## config.mk

```make
export PLATFORM = sky130hd
export DESIGN_NAME = regfile_wren_guard_flat
export DESIGN_NICKNAME = d
export VERILOG_FILES = /design/src/rtl/regfile_wren_guard_if.sv /design/src/rtl/regfile_wren_guard.sv /design/src/flat_wrapper.sv
export SDC_FILE = /design/constraint.sdc
export NUM_CORES = 1
export LEC_CHECK = 0
export ABC_AREA = 1
export CAP_MARGIN = 10
export CORE_MARGIN = 8
export CORE_UTILIZATION = 40
export DETAILED_ROUTE_END_ITERATION = 7
export HOLD_SLACK_MARGIN = 0.1
export MAX_ROUTING_LAYER = met4
export PLACE_DENSITY = 0.56
export SETUP_SLACK_MARGIN = 0.1
export SYNTH_ARGS = -nofsm -noshare
export SYNTH_HDL_FRONTEND = slang
export SYNTH_SLANG_ARGS = --single-unit
```

## constraint.sdc

```tcl
create_clock -name clk_i -period 11.9 [get_ports clk_i]
set_input_delay 1.785 -clock clk_i [delete_from_list [all_inputs] [get_ports clk_i]]
set_output_delay 1.785 -clock clk_i [all_outputs]
set_load 0.01 [all_outputs]
```

## src/rtl/regfile_wren_guard_if.sv

```systemverilog
// rtl/regfile_wren_guard_if.sv - strobe/address/enable bus and error outputs of the write-enable guard
//
// Purpose : groups the signals the guard observes with the error flags it reports.
// Signals :
//   oh_i         decoded write strobes (OneHotWidth bits)
//   addr_i       encoded write address (AddrWidth bits)
//   en_i         global write enable
//   err_o        registered error flag
//   err_cause_o  registered causes: bit0 multi-hot, bit1 address, bit2 enable
//   err_sticky_o latched error flag
// Modports: master drives the observed bus and reads errors; slave is the guard.
interface regfile_wren_guard_if #(
   parameter int AddrWidth   = 4,
   parameter int OneHotWidth = 2**AddrWidth
);
   logic [OneHotWidth-1:0] oh_i;
   logic [AddrWidth-1:0]   addr_i;
   logic                   en_i;
   logic                   err_o;
   logic [2:0]             err_cause_o;
   logic                   err_sticky_o;

   modport master (
      output oh_i, addr_i, en_i,
      input  err_o, err_cause_o, err_sticky_o
   );

   modport slave (
      input  oh_i, addr_i, en_i,
      output err_o, err_cause_o, err_sticky_o
   );
endinterface

```

## src/rtl/regfile_wren_guard.sv

```systemverilog
// rtl/regfile_wren_guard.sv - fault checker for decoded register-file write-enable strobes
//
// Purpose : flags spurious, multiple or misrouted write strobes by comparing the
//           one-hot strobe vector with the encoded address and global enable.
// Ports   :
//   clk_i  sole clock, rising edge
//   rst_i  synchronous active-high reset
//   bus    regfile_wren_guard_if.slave (oh_i, addr_i, en_i in; err_o,
//          err_cause_o, err_sticky_o out)
// Macro   : REGFILE_WREN_GUARD_STICKY_EN - when defined err_sticky_o latches any
//           error until reset; when undefined it is tied low and no flop exists.
module regfile_wren_guard #(
   parameter int AddrWidth   = 4,
   parameter int OneHotWidth = 2**AddrWidth,
   parameter bit AddrCheck   = 1'b1,
   parameter bit EnableCheck = 1'b1
) (
   input logic                clk_i,
   input logic                rst_i,
   regfile_wren_guard_if.slave bus
);

   if (OneHotWidth < 1) begin : g_bad_width
      $error("regfile_wren_guard: OneHotWidth must be at least 1");
   end
   if (AddrCheck && (OneHotWidth > 2**AddrWidth)) begin : g_bad_addr
      $error("regfile_wren_guard: OneHotWidth exceeds the address range");
   end

   localparam logic [31:0] OhWidthU = 32'(OneHotWidth);

   // Separate buffer so synthesis keeps the checker's copy of the strobes
   // apart from the decoder it is supposed to be watching.
   (* keep = "true", dont_touch = "true" *) logic [OneHotWidth-1:0] oh_buf;
   assign oh_buf = bus.oh_i;

   logic [31:0] addr_ext;
   assign addr_ext = 32'(bus.addr_i);

   logic [31:0] pop;
   logic [31:0] idx;
   logic        any;
   logic        multi;
   logic [2:0]  cause_d;
   logic [2:0]  cause_q;

   always_comb begin
      pop = 32'd0;
      idx = 32'd0;
      for (int k = 0; k < OneHotWidth; k++) begin
         if (oh_buf[k]) begin
            pop = pop + 32'd1;
            idx = k[31:0];
         end
      end
   end

   assign any   = |oh_buf;
   assign multi = (pop > 32'd1);

   always_comb begin
      cause_d    = 3'b000;
      cause_d[0] = multi;
      // Address check stands down when several strobes fire; the multi-hot
      // cause already reports that situation.
      if (AddrCheck && !multi) begin
         cause_d[1] = ((pop == 32'd1) && (idx != addr_ext)) ||
                      (bus.en_i && (addr_ext >= OhWidthU));
      end
      if (EnableCheck) begin
         cause_d[2] = (any != bus.en_i);
      end
   end

   always_ff @(posedge clk_i) begin
      if (rst_i) begin
         cause_q <= 3'b000;
      end else begin
         cause_q <= cause_d;
      end
   end

   assign bus.err_cause_o = cause_q;
   assign bus.err_o       = |cause_q;

`ifdef REGFILE_WREN_GUARD_STICKY_EN
   logic sticky_d;
   logic sticky_q;

   assign sticky_d = sticky_q | (|cause_d);

   always_ff @(posedge clk_i) begin
      if (rst_i) begin
         sticky_q <= 1'b0;
      end else begin
         sticky_q <= sticky_d;
      end
   end

   assign bus.err_sticky_o = sticky_q;
`else
   assign bus.err_sticky_o = 1'b0;
`endif

endmodule

```

## src/flat_wrapper.sv

```systemverilog
// flat-port wrapper written by rule: the top's interface ports become plain ports
module regfile_wren_guard_flat 
#(
   parameter int AddrWidth   = 4,
   parameter int OneHotWidth = 2**AddrWidth,
   parameter bit AddrCheck   = 1'b1,
   parameter bit EnableCheck = 1'b1
)
  (clk_i, rst_i, bus_oh_i, bus_addr_i, bus_en_i, bus_err_o, bus_err_cause_o, bus_err_sticky_o);
  regfile_wren_guard_if #(.AddrWidth(AddrWidth), .OneHotWidth(OneHotWidth)) bus_i ();
  input logic clk_i;
  input logic rst_i;
  input wire logic [$bits(bus_i.oh_i)-1:0] bus_oh_i;
  input wire logic [$bits(bus_i.addr_i)-1:0] bus_addr_i;
  input wire logic [$bits(bus_i.en_i)-1:0] bus_en_i;
  output wire logic [$bits(bus_i.err_o)-1:0] bus_err_o;
  output wire logic [$bits(bus_i.err_cause_o)-1:0] bus_err_cause_o;
  output wire logic [$bits(bus_i.err_sticky_o)-1:0] bus_err_sticky_o;
  assign bus_i.oh_i = bus_oh_i;
  assign bus_i.addr_i = bus_addr_i;
  assign bus_i.en_i = bus_en_i;
  assign bus_err_o = bus_i.err_o;
  assign bus_err_cause_o = bus_i.err_cause_o;
  assign bus_err_sticky_o = bus_i.err_sticky_o;
  regfile_wren_guard #(.AddrWidth(AddrWidth), .OneHotWidth(OneHotWidth), .AddrCheck(AddrCheck), .EnableCheck(EnableCheck)) u_core (.clk_i(clk_i), .rst_i(rst_i), .bus(bus_i));
endmodule
```

==> impl_metrics.ini, run 1 <==
[finish]
largest_reg_flops = 3
antennaDiodeCount = 0
design_area_sq_mm = 0.00260
syn_to_final_growth_pct = 16.9
finish.net_count = 493
drive_above_1_share_pct = 16.6

[timing]
slew_violations = 0
finalHoldViolCount = 0
fin_hold_ws_ns = 2.15
layout_setup_ws_ns = 1.12
fin_crit_sh_pct = 90.6
setup_viol_count_final = 0
fmax_mhz = 92.8
grt_setup_unrepaired = no
fin_setup_tns_ns = 0
period_needed_ns = 10.78

[critical_path]
endpoint_kind = flip-flop
crit_family = simple AND/OR/NAND/NOR gates
worstPathMaxFanout = 4
critPathMaxStageDelay_ns = 0.50
critical_path_class = in2reg
critPathArrivalTime_ns = 10.93
slowest_stage = clkdlybuf4s50_1
path_buf_inv = 9
cp.required_ns = 12.05
cp-start-kind = input port
path_common_cell = nand2_1

[detailed_routing]
drtIter0Drc = 101
drc = 0
vias = 2432
drtAntennaViolNets = 0
wire_per_inst_um = 9.72
dr.pass1.iters = 4
vias_per_cell = 4.63
routed_wl_um = 5100

[synthesis]
synthesis.instances = 425
syn_nets = 464
avgSynthCellArea_sq_um = 5.24
synth_area_sq_mm = 0.00223
ys_warn_count = 0

[clocking]
root_buffer = clkbuf_8
htreeDepth = 1
clock_sinks = 3
post-cts-setup-buffers = 0
cts_made_buffers = 3
cts_tree = built
ctsResizeCount = 0
clk_path_buf_depth = 2
path_clk_slew_ns = 0.03
hold_buffers = 0

[power_and_ir_drop]
p_switching_mw = 0.137
pwr-share-clk_pct = 11.9
p_seq_share_pct = 5.2
irDropWorstVdd_v = 0.000121
p_int_mw = 0.109
p_leak_nw = 1.53
pwr-share-comb_pct = 82.9
swShare_pct = 55.7
pwr_density_cell_mw_per_mm2 = 94.3

[global_routing]
grt_max_degree = 9
grt.total_usage_pct = 13.4
overflow = 0
antenna_found_initial = 0
grt_pass1_wl_um = 9700
grt_pass1_vias = 2398

[place]
placed_cell_area_sq_mm = 0.00256
hpwl_um = 4530
portBuffers = 26
place.gp.congestion = 0.789
place_ws_ns = 0.885

[die]
coreArea_sq_mm = 0.00544
dieArea_sq_mm = 0.00821
die_h_um = 90.6
die_width_um = 90.6
rows = 27
io_pins = 28
start_util_pct = 40.9

[worst_hold_path]
hold_class = in2reg

[status]
status = finished, final reports clean

[job]
max-cap-violations = 0
[final timing paths]
| check | start | endpoint | slack [ns] | cells past startpoint |
|---|---|---|---|---|
| max | bus_oh_i[0] | u_core.bus.err_cause_o[1] | 1.12 | 54 |
| min | rst_i | u_core.bus.err_cause_o[0] | 2.15 | 2 |
[per-layer routing]
layer	GRT usage (%)	wire, um	vias to the layer above
met2	22.6	2150	30
met4	1.66	32	0
li1	-	-	1396
met5	-	0	-
met1	17.1	2780	1002
met3	1.58	140	4
[layout by cell type, fill, tap and decap left out, types with 2 or more instances in the layout]
cell,count
inv_2,5
nor2_1,35
nand3b_1,7
nor3_2,5
nand4_1,5
clkbuf_8,3
ha_1,16
xor2_1,4
clkdlybuf4s50_1,26
inv_1,71
nor3_1,2
nand2_1,131
nor2_2,4
nand2_2,34
dfxtp_1,3
nand3_2,16
o21ai_0,9
nand3_1,50
a21oi_1,6
or2_2,5
[area by class of cell]
| type | instances | area [sq um] |
|---|---|---|
| flip-flops and latches | 3 | 60.1 |
| inverters | 78 | 295 |
| well taps | 72 | 90.1 |
| multi-input cells | 342 | 1850 |
| clock buffers | 4 | 45.0 |
| repair buffers | 26 | 260 |
| fillers | 620 | 2840 |
[power by group through the flow]
stage                     clock [mW]  combinational (mW)  sequential [mW]
final                         0.0292               0.204           0.0127
after global routing          0.0304               0.242           0.0129
after CTS                     0.0299               0.206           0.0128
after detailed placement           0               0.204           0.0129
after global placement             0               0.203           0.0129
after floorplan                    0               0.161           0.0136
[through the flow]
| stage | utilization [%] | cells | power (mW) |
|---|---|---|---|
| finish | 47.9 | 525 | 0.246 |
| global route | 47.9 | 525 | 0.285 |
| CTS | 47.9 | 525 | 0.248 |
| detailed placement | 47.0 | 521 | 0.217 |
| global placement | 47.0 | 521 | 0.215 |
| floorplan | - | 425 | 0.175 |
(Power assumes the default switching activity.)
==> inputs of run 2 (changes only) <==
Settings changed: CAP_MARGIN 10 to 40, PLACE_DENSITY 0.56 to 0.59.
Clock period 11.9 ns to 9.04 ns, I/O delays scaled along.
==> impl_metrics.ini, run 2 (same netlist as run 1, synthesis figures left out) <==
[status]
status = finished, final reports clean

[power_and_ir_drop]
pwr-share-clk_pct = 6.9
p_switching_mw = 0.274
pwr_density_cell_mw_per_mm2 = 154
total_power_mw = 0.574
p_seq_share_pct = 2.9
irDropWorstVdd_v = 0.000138
p_leak_nw = 2.09
pwr-share-comb_pct = 90.2
p_int_mw = 0.300
swShare_pct = 47.7

[finish]
drive_above_1_share_pct = 43.9
final_cell_mix = nand2_1 (106), buf_4 (92), inv_1 (57)
layout_commonest_cell = nand2_1
nFillCells = 490
stdcell_count = 619
finish.net_count = 587
syn_to_final_growth_pct = 66.9
antennaDiodeCount = 0
largest_reg_flops = 3

[global_routing]
overflow = 0
grt_pass1_wl_um = 12000
grt_pass1_vias = 2922
antenna_found_initial = 0
grt_max_degree = 8
grt.total_usage_pct = 16.9

[timing]
grt_setup_unrepaired = no
setup_viol_count_final = 0
fmax_mhz = 116
fin_hold_ws_ns = 1.71
slew_violations = 0
fin_crit_sh_pct = 95.6
period_needed_ns = 8.65
finalHoldViolCount = 0

[detailed_routing]
dr.pass1.iters = 4
drtIter0Drc = 108
vias = 2973
wire_per_inst_um = 11.9
wl_met2_um = 3730
vias_per_cell = 4.80
topRoutingLayerUsed = met4
routed_wl_um = 7350
drtAntennaViolNets = 0
drc = 0
wl_met1_um = 3320
wl_met3_um = 203

[clocking]
clk_path_buf_depth = 2
cts_tree = built
hold_buffers = 0
cts_made_buffers = 3
clock_sinks = 3
root_buffer = clkbuf_8
htreeDepth = 1
path_clk_slew_ns = 0.03

[place]
portBuffers = 26
place.gp.congestion = 0.795
hpwl_um = 4840
dp.cells = 559

[job]
max-cap-violations = 0

[critical_path]
critPathArrivalTime_ns = 8.80
crit_family = simple AND/OR/NAND/NOR gates
critPathMaxStageDelay_ns = 0.28
path_common_cell = buf_4
cp.required_ns = 9.20
slowest_stage = ha_1
path_buf_inv = 20
cp-start-kind = input port
critical_path_class = in2reg
endpoint_kind = flip-flop
worstPathMaxFanout = 5

[die]
die_h_um = 90.6
rows = 27
io_pins = 28
dieArea_sq_mm = 0.00821
die_width_um = 90.6
coreArea_sq_mm = 0.00544
start_util_pct = 40.9

[worst_hold_path]
hold_class = in2reg
run 2: cell types whose count changed in the layout (fill, tap and decap cells not counted), sizes merged:
cell           before  now
buf                 0   96
clkdlybuf4s50      26   22
clkbuf              4    5
dlygate4sd2         0    1
run 2: layer usage:
metal,up-vias,global-route usage [%]
met5,-,-
met4,0,3.74
met3,14,1.91
met2,51,30.0
met1,1325,19.8
li1,1583,-
run 2: what timing repair did:
item                       4_1_cts  5_1_grt
setup buffers                   47       10
setup endpoints to repair        2        2
hold endpoints to repair         0        0
pin swaps                       21       52
gates resized for setup         24       83
run 2: metrics by stage:
| stage | worst slack, ns | utilization [%] | setup TNS (ns) | instance area, sq um |
|---|---|---|---|---|
| 6_report | 0.394 | 68.3 | 0 | 3720 |
| 5_1_grt | 0.0266 | 68.3 | 0 | 3720 |
| 4_1_cts | 0.116 | 61.5 | 0 | 3350 |
| 3_5_place_dp | -0.843 | 53.0 | -1.65 | 2880 |
| 3_3_place_gp | -0.741 | 53.0 | -1.45 | 2880 |
| 2_1_floorplan | 0.140 | - | 0 | 2260 |
run 2: worst paths after layout:
| path | from | end | slack [ns] | depth (start not counted) |
|---|---|---|---|---|
| max | bus_oh_i[1] | u_core.bus.err_cause_o[1] | 0.39 | 62 |
| min | rst_i | u_core.bus.err_cause_o[0] | 1.71 | 2 |
run 2: area by class of cell:
cell class,count,area (sq um),share of cell area [%]
multi-input combinational,342,2240,60.3
timing repair buffer,120,973,26.2
inverter,78,305,8.21
tap,72,90.1,2.42
sequential,3,60.1,1.62
clock buffer,4,45.0,1.21
run 2: power groups by stage:
stage	clock network, mW	logic (mW)	registers (mW)
3_3_place_gp	0	0.324	0.0169
6_report	0.0394	0.518	0.0168
5_1_grt	0.0419	0.572	0.0171
4_1_cts	0.0395	0.429	0.0168
3_5_place_dp	0	0.330	0.0168
2_1_floorplan	0	0.220	0.0179
